## config.mk

```make
export PLATFORM = sky130hd
export DESIGN_NAME = sd_img_arbiter
export DESIGN_NICKNAME = d
export VERILOG_FILES = /design/src/rtl/sd_arb_pkg.sv /design/src/rtl/sd_img_arbiter.sv
export SDC_FILE = /design/constraint.sdc
export NUM_CORES = 1
export LEC_CHECK = 0
export CORE_UTILIZATION = 43
export DETAILED_ROUTE_END_ITERATION = 6
export PLACE_DENSITY = 0.82
export SETUP_SLACK_MARGIN = 0.1
export SLEW_MARGIN = 20
export SYNTH_ARGS = -nofsm -noshare
export SYNTH_HDL_FRONTEND = slang
export SYNTH_SLANG_ARGS = --single-unit
```

## constraint.sdc

```tcl
create_clock -name clk_sys -period 2.8 [get_ports clk_sys]
set_clock_uncertainty 0.15 [all_clocks]
set_input_delay 0.56 -clock clk_sys [delete_from_list [all_inputs] [get_ports clk_sys]]
set_output_delay 0.56 -clock clk_sys [all_outputs]
set_load 0.02 [all_outputs]
```

## src/rtl/sd_arb_pkg.sv

```systemverilog
// sd_arb_pkg: shared states, transfer direction and sector size for sd_img_arbiter
package sd_arb_pkg;
  localparam int SECTOR_BYTES = 512;
  typedef enum logic [2:0] {IDLE, ISSUE, XFER, DONE, ERR} state_t;
  typedef enum logic {DIR_RD, DIR_WR} dir_t;
  function automatic logic [1:0] owner_mask(input logic g);
    return g ? 2'b10 : 2'b01;
  endfunction
endpackage

```

## src/rtl/sd_img_arbiter.sv

```systemverilog
// sd_img_arbiter: shares the user_io SD-image port between two sector requesters.
// SD_ARB_ROUND_ROBIN_EN selects round-robin arbitration instead of fixed r0 priority.
module sd_img_arbiter
  import sd_arb_pkg::*;
#(
  parameter int TO_W = 22
) (
  input  logic        clk_sys,
  input  logic        reset,
  input  logic        img_mounted,
  input  logic        r0_rd,
  input  logic        r0_wr,
  input  logic [31:0] r0_lba,
  input  logic [7:0]  r0_buff_din,
  output logic        r0_buff_wr,
  output logic        r0_done,
  output logic        r0_err,
  input  logic        r1_rd,
  input  logic        r1_wr,
  input  logic [31:0] r1_lba,
  input  logic [7:0]  r1_buff_din,
  output logic        r1_buff_wr,
  output logic        r1_done,
  output logic        r1_err,
  output logic [8:0]  buff_addr,
  output logic [7:0]  buff_dout,
  output logic [31:0] sd_lba,
  output logic        sd_rd,
  output logic        sd_wr,
  input  logic        sd_ack,
  input  logic [8:0]  sd_buff_addr,
  input  logic [7:0]  sd_buff_dout,
  input  logic        sd_buff_wr,
  input  logic        sd_din_strobe,
  output logic [7:0]  sd_buff_din,
  output logic        busy,
  output logic        grant
);
  state_t          state;
  dir_t            dir;
  logic [TO_W-1:0] to_cnt;
  logic [9:0]      byte_cnt;
  logic            remount, q0, q1, pick, timeout, strobe, xfer_ok;
  assign q0 = r0_rd | r0_wr;
  assign q1 = r1_rd | r1_wr;
`ifdef SD_ARB_ROUND_ROBIN_EN
  logic last;
  assign pick = (q0 & q1) ? ~last : q1;
  always_ff @(posedge clk_sys) begin
    if (reset) last <= 1'b1;
    else if (state == IDLE && (q0 | q1)) last <= pick;
  end
`else
  assign pick = ~q0;
`endif
  assign timeout     = &to_cnt;
  assign strobe      = (dir == DIR_RD) ? sd_buff_wr : sd_din_strobe;
  assign xfer_ok     = (byte_cnt == 10'(SECTOR_BYTES)) & ~remount & ~img_mounted;
  assign busy        = state != IDLE;
  assign r0_buff_wr  = sd_buff_wr & ~grant & (dir == DIR_RD) & (state == XFER);
  assign r1_buff_wr  = sd_buff_wr & grant & (dir == DIR_RD) & (state == XFER);
  assign sd_buff_din = grant ? r1_buff_din : r0_buff_din;
  assign buff_addr   = sd_buff_addr;
  assign buff_dout   = sd_buff_dout;
  always_ff @(posedge clk_sys) begin
    if (reset) begin
      state    <= IDLE;
      dir      <= DIR_RD;
      grant    <= 1'b0;
      sd_lba   <= '0;
      sd_rd    <= 1'b0;
      sd_wr    <= 1'b0;
      to_cnt   <= '0;
      byte_cnt <= '0;
      remount  <= 1'b0;
      {r1_done, r0_done} <= 2'b00;
      {r1_err, r0_err}   <= 2'b00;
    end else begin
      {r1_done, r0_done} <= 2'b00;
      {r1_err, r0_err}   <= 2'b00;
      case (state)
        IDLE: begin
          to_cnt   <= '0;
          byte_cnt <= '0;
          remount  <= 1'b0;
          if (q0 | q1) begin
            grant  <= pick;
            sd_lba <= pick ? r1_lba : r0_lba;
            dir    <= (pick ? r1_rd : r0_rd) ? DIR_RD : DIR_WR;
            state  <= ISSUE;
          end
        end
        ISSUE: begin
          to_cnt <= to_cnt + 1'b1;
          if (img_mounted | timeout) begin
            sd_rd            <= 1'b0;
            sd_wr            <= 1'b0;
            {r1_err, r0_err} <= owner_mask(grant);
            state            <= ERR;
          end else if (sd_ack) begin
            sd_rd <= 1'b0;
            sd_wr <= 1'b0;
            state <= XFER;
          end else begin
            sd_rd <= dir == DIR_RD;
            sd_wr <= dir == DIR_WR;
          end
        end
        XFER: begin
          to_cnt <= to_cnt + 1'b1;
          if (strobe && !(&byte_cnt)) byte_cnt <= byte_cnt + 1'b1;
          if (img_mounted) remount <= 1'b1;
          if (timeout) begin
            {r1_err, r0_err} <= owner_mask(grant);
            state            <= ERR;
          end else if (!sd_ack) begin
            {r1_done, r0_done} <= xfer_ok ? owner_mask(grant) : 2'b00;
            {r1_err, r0_err}   <= xfer_ok ? 2'b00 : owner_mask(grant);
            state              <= xfer_ok ? DONE : ERR;
          end
        end
        default: state <= IDLE;
      endcase
    end
  end
endmodule

```

==> key figures, run 1 <==
Floorplan
  – Initial Util: 45.0%
  – Die H: 98.2 microns
  – Site Rows: 34
  – Ports: approximately 170
  – Die X: 98.2 microns
  – Core area: just under 9000 sq um
  – Die area: 9640 sq um

Worst setup path
  – Worst R2R Path Depth: 4
  – RR Startpoint: to_cnt[11]
  – Critical path startpoint category: flip-flop
  – Reg2Reg Setup Slack: 0.65 ns
  – Crit. End Element: primary output
  – Highest net fanout along the worst path: 7
  – R2r endpoint: r0_err
  – Required time of the critical path: 2.09 ns
  – Setup CP Type: flip-flop to primary output
  – Worst EP arrival: 1.86 ns

Route
  – Initial DRC count: between 200 and 250
  – ANT nets after route: 0
  – Routed via count: between 4000 and 5000
  – DRC: 6
  – 1st-pass router iterations: 7
  – Drt total wl: 11200 microns
  – Vias per cell: approximately 5.7
  – Avg WL per Cell: 15.6 microns

Clock tree
  – Post-CTS Setup Bufs: 0
  – Clk pin slew, worst setup/hold paths: around 0.07 ns
  – CTS tree: yes
  – Post_cts resized: 2
  – CTS max path bufs: 2
  – Clk_lat worst skew: ~0.34 ns
  – Root Buffer: clkbuf_8
  – H-Tree Depth: 3
  – Num CTS Buffers: 9
  – CTS Hold Bufs: 0
  – Sink Count: 76

Placed design
  – GPL Wtd Cong: 0.847
  – Port bufs: 139
  – HPWL Detailed: roughly 8300 microns

Global routing
  – Antenna violations before repair: 0
  – Total track usage: 22.8%
  – Largest net degree at the start of global routing: 33
  – Grt total ovfl: 0
  – Number of global-route vias before repair: roughly 3900
  – First-pass GRT wire length: 18000 microns

Logic synthesis
  – Syn Inst Count: 483
  – Synth unique cells: between 50 and 60
  – Count leader, synth: dfxtp_1
  – Top_reg_cell synth: dfxtp_1
  – Fraction of the yosys area taken by sequential cells: 38.2%
  – Syn nets: 593
  – Cell Area, Synth: about 4000 sq um
  – Share of flip-flops with an asynchronous set or reset: 0%
  – Leading post-synthesis cells by cell area: dfxtp_1 (38%), a311oi_1 (7.3%), nor2_1 (4.8%)
  – Seq cells post-synth: between 70 and 80
  – Avg Cell Area, Syn: 8.24 sq um
  – YS warnings: 0
  – Number of enable flip-flop cells after synthesis: 0
  – Post-synth top area share: a little under two fifths
  – Most frequent cells after synthesis: dfxtp_1 (76), nor2_1 (51), nand2_1 (50)
  – Synth area leader: dfxtp_1

Timing
  – Final slew viol count: 0
  – Fmax: 389 MHz
  – Setup-failing EPs final: 0
  – Slew at the pin with the worst max-slew slack: approximately 0.67 ns
  – Hold Vio Cnt, Final: 0
  – Setup tns final: 0 ns
  – RSZ-0062 raised after global routing: no
  – Crit share post-route: 91.8%
  – Fin crit period: 2.57 ns
  – Slew headroom: 55.4%

Pwr
  – Comb pwr share: 29.9%
  – Pleak: roughly 2.0 nW
  – Power, Total: 0.00295 W
  – P per Cell Area: 525 nW/um^2
  – Clock network fraction of design power: 28.5%
  – Maximum vdd drop: 271 uV
  – Int Pwr: 0.00204 W
  – Switching power: 0.000910 W
  – Sw frac: 30.9%
  – Power share of the sequential group: 41.6%

Status
  – Violations in the final reports: DRC
  – Status: complete, but fails checks

Hold path
  – Worst hold path class: flip-flop to flip-flop
  – Hold path depth: 2
  – Worst Hold End: sd_wr
  – Hold Startpoint: sd_wr

Flow run
  – Number of max-cap violations: 0

Layout
  – Area growth syn-to-layout: 41.2%
  – Ratio of cells with drive above 1 in the final layout: 11.4%
  – Final #Nets: 711
  – Antenna Cells: 0
-- power by group through the flow --
stage | sequential, W | clock, W | combinational (W)
detailed placement | 0.00125 | 0 | 0.000882
global route | 0.00124 | 0.000902 | 0.000947
global placement | 0.00125 | 0 | 0.000865
CTS | 0.00123 | 0.000855 | 0.000886
floorplan | 0.00133 | 0 | 0.000393
finish | 0.00123 | 0.000839 | 0.000882
-- layer usage --
layer  part of all wire, %  track usage, %
met3                   7.6            5.30
met2                    50            40.3
met5                     0               0
met1                    40            26.8
met4                   2.0            8.50
-- state kept, by name (all words and copies together), names as in the netlist --
| register | flops |
|---|---|
| r0_done | 1 |
| sd_wr | 1 |
| r1_err | 1 |
| to_cnt | 22 |
| dir | 1 |
| byte_cnt | 10 |
| sd_lba | 32 |
| sd_rd | 1 |
| state | 3 |
| r0_err | 1 |
| grant | 1 |
| r1_done | 1 |
| remount | 1 |
-- how the worst max path moves through the flow --
| stage | slack, ns | depth (start not counted) | startpoint | endpoint |
|---|---|---|---|---|
| floorplan | 0.42 | 3 | state[0] | r0_buff_wr |
| global placement | 0.15 | 3 | sd_buff_wr | r0_buff_wr |
| detailed placement | 0.18 | 3 | sd_buff_wr | r0_buff_wr |
| CTS | 0.22 | 4 | state[1] | r1_buff_wr |
| global route | 0.17 | 4 | state[1] | r1_buff_wr |
| finish | 0.23 | 4 | state[1] | r1_buff_wr |
-- worst max-delay path, stage by stage, from the launching register on --
cell and delay, ns:
dfxtp_1 0.35, buf_4 0.16, nor3b_4 0.20, and4b_1 0.22, clkdlybuf4s50_1 0.60
-- stage by stage --
stage | worst slack (ns) | utilization, % | hold slack, ns | cells | area, sq um
after CTS | 0.221 | 63.5 | 0.306 | 714 | 5620
after detailed placement | 0.176 | 61.2 | 0.296 | 698 | 5420
after global placement | 0.149 | 61.2 | 0.292 | 698 | 5420
final | 0.231 | 63.5 | 0.305 | 714 | 5620
after global routing | 0.167 | 63.5 | 0.345 | 714 | 5620
after floorplan | 0.417 | - | 0.290 | 483 | 3980
-- cells in the final DEF, fill, tap and decap left out, types with 7 or more instances in the layout --
cell             count
nor3_1               7
nor2_1              49
mux2i_1              9
dfxtp_1             75
a311oi_1            33
a211oi_1             7
nand3_1             20
mux2_2              12
nand2_1             50
o21ai_0             35
a21oi_1             20
nand3b_1             7
nand4_1              9
buf_4               20
clkdlybuf4s50_1    137
and3_1               7
clkbuf_8            10
-- final cells by class --
cell class	instances	area (sq um)
Fill cell	769	3230
Sequential cell	76	1520
Clock buffer	10	138
Timing Repair Buffer	161	1580
Clock inverter	6	63.8
Inverter	6	22.5
Tap cell	108	135
Multi-Input combinational cell	347	2160
-- cells by family (layout without fill, tap and decap cells) --
kind of cell | Yosys count | count (layout) | synth area share (%)
flops | 76 | 76 | 38.2
fa+ha+maj | 3 | 3 | 0.943
xor+xnor | 3 | 3 | 0.660
buf+inv | 60 | 183 | 7.67
simple gates | 197 | 197 | 25.7
mux | 22 | 22 | 5.94
compound gates | 122 | 122 | 20.9
Note: power is estimated with default switching activity, not from simulation.
==> run 2, diff against run 1 <==
--- a/config.mk
+++ b/config.mk
@@ -5,9 +5,11 @@
 export SDC_FILE = /design/constraint.sdc
 export NUM_CORES = 1
 export LEC_CHECK = 0
-export CORE_UTILIZATION = 43
+export CELL_PAD_IN_SITES_DETAIL_PLACEMENT = 1
+export CELL_PAD_IN_SITES_GLOBAL_PLACEMENT = 1
+export CORE_UTILIZATION = 30
 export DETAILED_ROUTE_END_ITERATION = 6
-export PLACE_DENSITY = 0.82
+export PLACE_DENSITY_LB_ADDON = 0.1
 export SETUP_SLACK_MARGIN = 0.1
 export SLEW_MARGIN = 20
 export SYNTH_ARGS = -nofsm -noshare
==> run 2 against run 1 <==
  * The flow now finishes without violations
  * Die area up 42%
  * Power increased by 14%
  * First-iteration DRC count fell by 20%
  * Clock-buffer cell count increased by 1
==> key figures, run 2 (same netlist as run 1, synthesis figures left out) <==
Status
  – Status: complete, no violations (was complete, but fails checks)

Timing
  – Slew at the pin with the worst max-slew slack: 0.729 ns (was 0.665 ns)
  – Setup-failing EPs final: 0 (unchanged)
  – Fin crit period: 2.56 ns (was 2.57 ns)
  – Setup tns final: 0 ns (unchanged)
  – Slew headroom: 51.3% (was 55.4%)
  – RSZ-0062 raised after global routing: no (unchanged)
  – Hold Vio Cnt, Final: 0 (unchanged)
  – Final slew viol count: 0 (unchanged)
  – Fmax: 390 MHz (was 389 MHz)
  – Fin Hold WS: 0.323 ns (was 0.305 ns)
  – Crit share post-route: 91.6% (was 91.8%)

Worst setup path
  – Worst R2R Path Depth: 7 (was 4)
  – RR Startpoint: state[2] (was to_cnt[11])
  – R2r endpoint: sd_lba[10] (was r0_err)
  – Required time of the critical path: 2.09 ns (about the same)
  – Crit. End Element: primary output (unchanged)
  – Worst EP arrival: 1.85 ns (was 1.86 ns)
  – Setup CP Type: flip-flop to primary output (unchanged)
  – Highest net fanout along the worst path: 12 (was 7)
  – Critical path startpoint category: flip-flop (unchanged)
  – Reg2Reg Setup Slack: 0.48 ns (was 0.65 ns)

Clock tree
  – Root Buffer: clkbuf_16 (was clkbuf_8)
  – Clk pin slew, worst setup/hold paths: 0.06 ns (was 0.07 ns)
  – CTS tree: yes (unchanged)
  – Post-CTS Setup Bufs: 0 (unchanged)
  – Sink Count: 76 (unchanged)
  – H-Tree Depth: 3 (unchanged)
  – Num CTS Buffers: 9 (unchanged)
  – CTS max path bufs: 2 (unchanged)
  – Clk_lat worst skew: 0.33 ns (was 0.34 ns)

Flow run
  – Number of max-cap violations: 0 (unchanged)

Global routing
  – Gr busiest metal: met2 (unchanged)
  – Number of global-route vias before repair: 4324 (was 3917)
  – Antenna violations before repair: 0 (unchanged)
  – Largest net degree at the start of global routing: 43 (was 33)
  – Grt total ovfl: 0 (unchanged)
  – First-pass GRT wire length: 20800 microns (was 18000 microns)
  – Met2 GRT Util: 33.7% (was 40.3%)
  – Total track usage: 19.8% (was 22.8%)
  – Met1 usage: 23.1% (was 26.8%)
  – Met3 Use GR: 5.46% (was 5.30%)

Hold path
  – Worst hold path class: flip-flop to flip-flop (unchanged)
  – Hold path depth: 2 (unchanged)
  – Worst Hold End: sd_wr (unchanged)
  – Hold Startpoint: sd_wr (unchanged)

Pwr
  – Maximum vdd drop: 294 uV (was 271 uV)
  – P per Cell Area: 580 nW/um^2 (was 525 nW/um^2)
  – Pleak: 2.07 nW (was 2.01 nW)
  – Power, Total: 0.00338 W (was 0.00295 W)

Route
  – Drt total wl: 13400 microns (was 11200 microns)
  – Vias per cell: 5.35 (was 5.74)
  – Routed via count: 4161 (was 4100)
  – Avg WL per Cell: 17.2 microns (was 15.6 microns)
  – 1st-pass router iterations: 4 (was 7)
  – Initial DRC count: 179 (was 223)
  – DRC: 0 (was 6)
  – ANT nets after route: 0 (unchanged)

Floorplan
  – Core area: 12800 sq um (was 8850 sq um)
  – Ports: 174 (unchanged)
  – Site Rows: 41 (was 34)
  – Die H: 117 microns (was 98.2 microns)
  – Die X: 117 microns (was 98.2 microns)
  – Die area: 13700 sq um (was 9640 sq um)
  – Initial Util: 31.2% (was 45.0%)

Placed design
  – Port bufs: 139 (unchanged)
  – HPWL Detailed: 9730 microns (was 8290 microns)
  – Placed Cells: 762 (was 698)
  – GPL Wtd Cong: 0.778 (was 0.847)

Layout
  – Finished Layout Cells: 778 (was 714)
  – Regs by FF count: sd_lba: 32 flops, to_cnt: 22 flops, byte_cnt: 10 flops (unchanged)
  – Final #Nets: 711 (unchanged)
  – Commonest non-fill, non-tap cell in the layout: clkdlybuf4s50_1 (unchanged)
  – Fill cell count: 1507 (was 769)
  – Ratio of cells with drive above 1 in the final layout: 11.4% (unchanged)
  – Commonest non-fill, non-tap cells in the layout: clkdlybuf4s50_1 (137), dfxtp_1 (75), nand2_1 (50) (unchanged)
  – Largest register by flop count: sd_lba (unchanged)
  – Antenna Cells: 0 (unchanged)
  – Largest register FFs: 32 (unchanged)
  – Area growth syn-to-layout: 46.1% (was 41.2%)
-- run 2: cell count changes in the layout (fill, tap and decap cells not counted), sizes merged --
cell | before | now
clkinvlp | 2 | 0
bufinv | 1 | 2
clkbuf | 10 | 11
-- run 2: per-layer routing --
metal  up-vias  wire (microns)
met1      2026            5870
met2       104            6490
li1       2006               -
met4         0             255
met5         -               0
met3        25             769
-- run 2: cell type report --
cell class                 count  area (sq um)  share of cell area (%)
clock buffer                  11           243                    4.17
clock inverter                 5          75.1                    1.29
inverter                       6          22.5                   0.387
multi-input combinational    347          2160                    37.2
sequential                    76          1520                    26.2
tap                          172           215                    3.70
timing repair buffer         161          1580                    27.1
-- run 2: stage by stage --
stage	cell area (sq um)	utilization, %	worst slack, ns
final	5820	45.5	0.236
after global routing	5820	45.5	0.151
after CTS	5820	45.5	0.167
after detailed placement	5500	43.1	0.126
after global placement	5500	43.1	0.168
after floorplan	3980	-	0.417
-- run 2: worst max path at each step --
stage,from,endpoint,depth (start not counted)
2_1_floorplan,state[0],r0_buff_wr,3
3_3_place_gp,sd_buff_wr,r0_buff_wr,3
5_1_grt,state[1],r1_buff_wr,4
4_1_cts,state[2],busy,4
3_5_place_dp,sd_buff_wr,r0_buff_wr,3
6_report,state[2],r1_buff_wr,4
-- run 2: repair_timing --
action | in CTS | in global routing
resized for setup | 2 | 1
cloned | 0 | 0
hold buffers | 0 | 0
endpoints found under the setup margin | 10 | 1
-- run 2: critical path: stages (launching register included) --
cell             delay, ns
dfxtp_1               0.31
buf_4                 0.19
nor3b_4               0.21
and4b_1               0.22
clkdlybuf4s50_1       0.60
-- run 2: report_power, final --
part           leakage (nW)  internal (W)  switching [W]
clock network         0.159      0.000800       0.000455
logic                  1.28      0.000428       0.000463
registers             0.622       0.00117      0.0000584
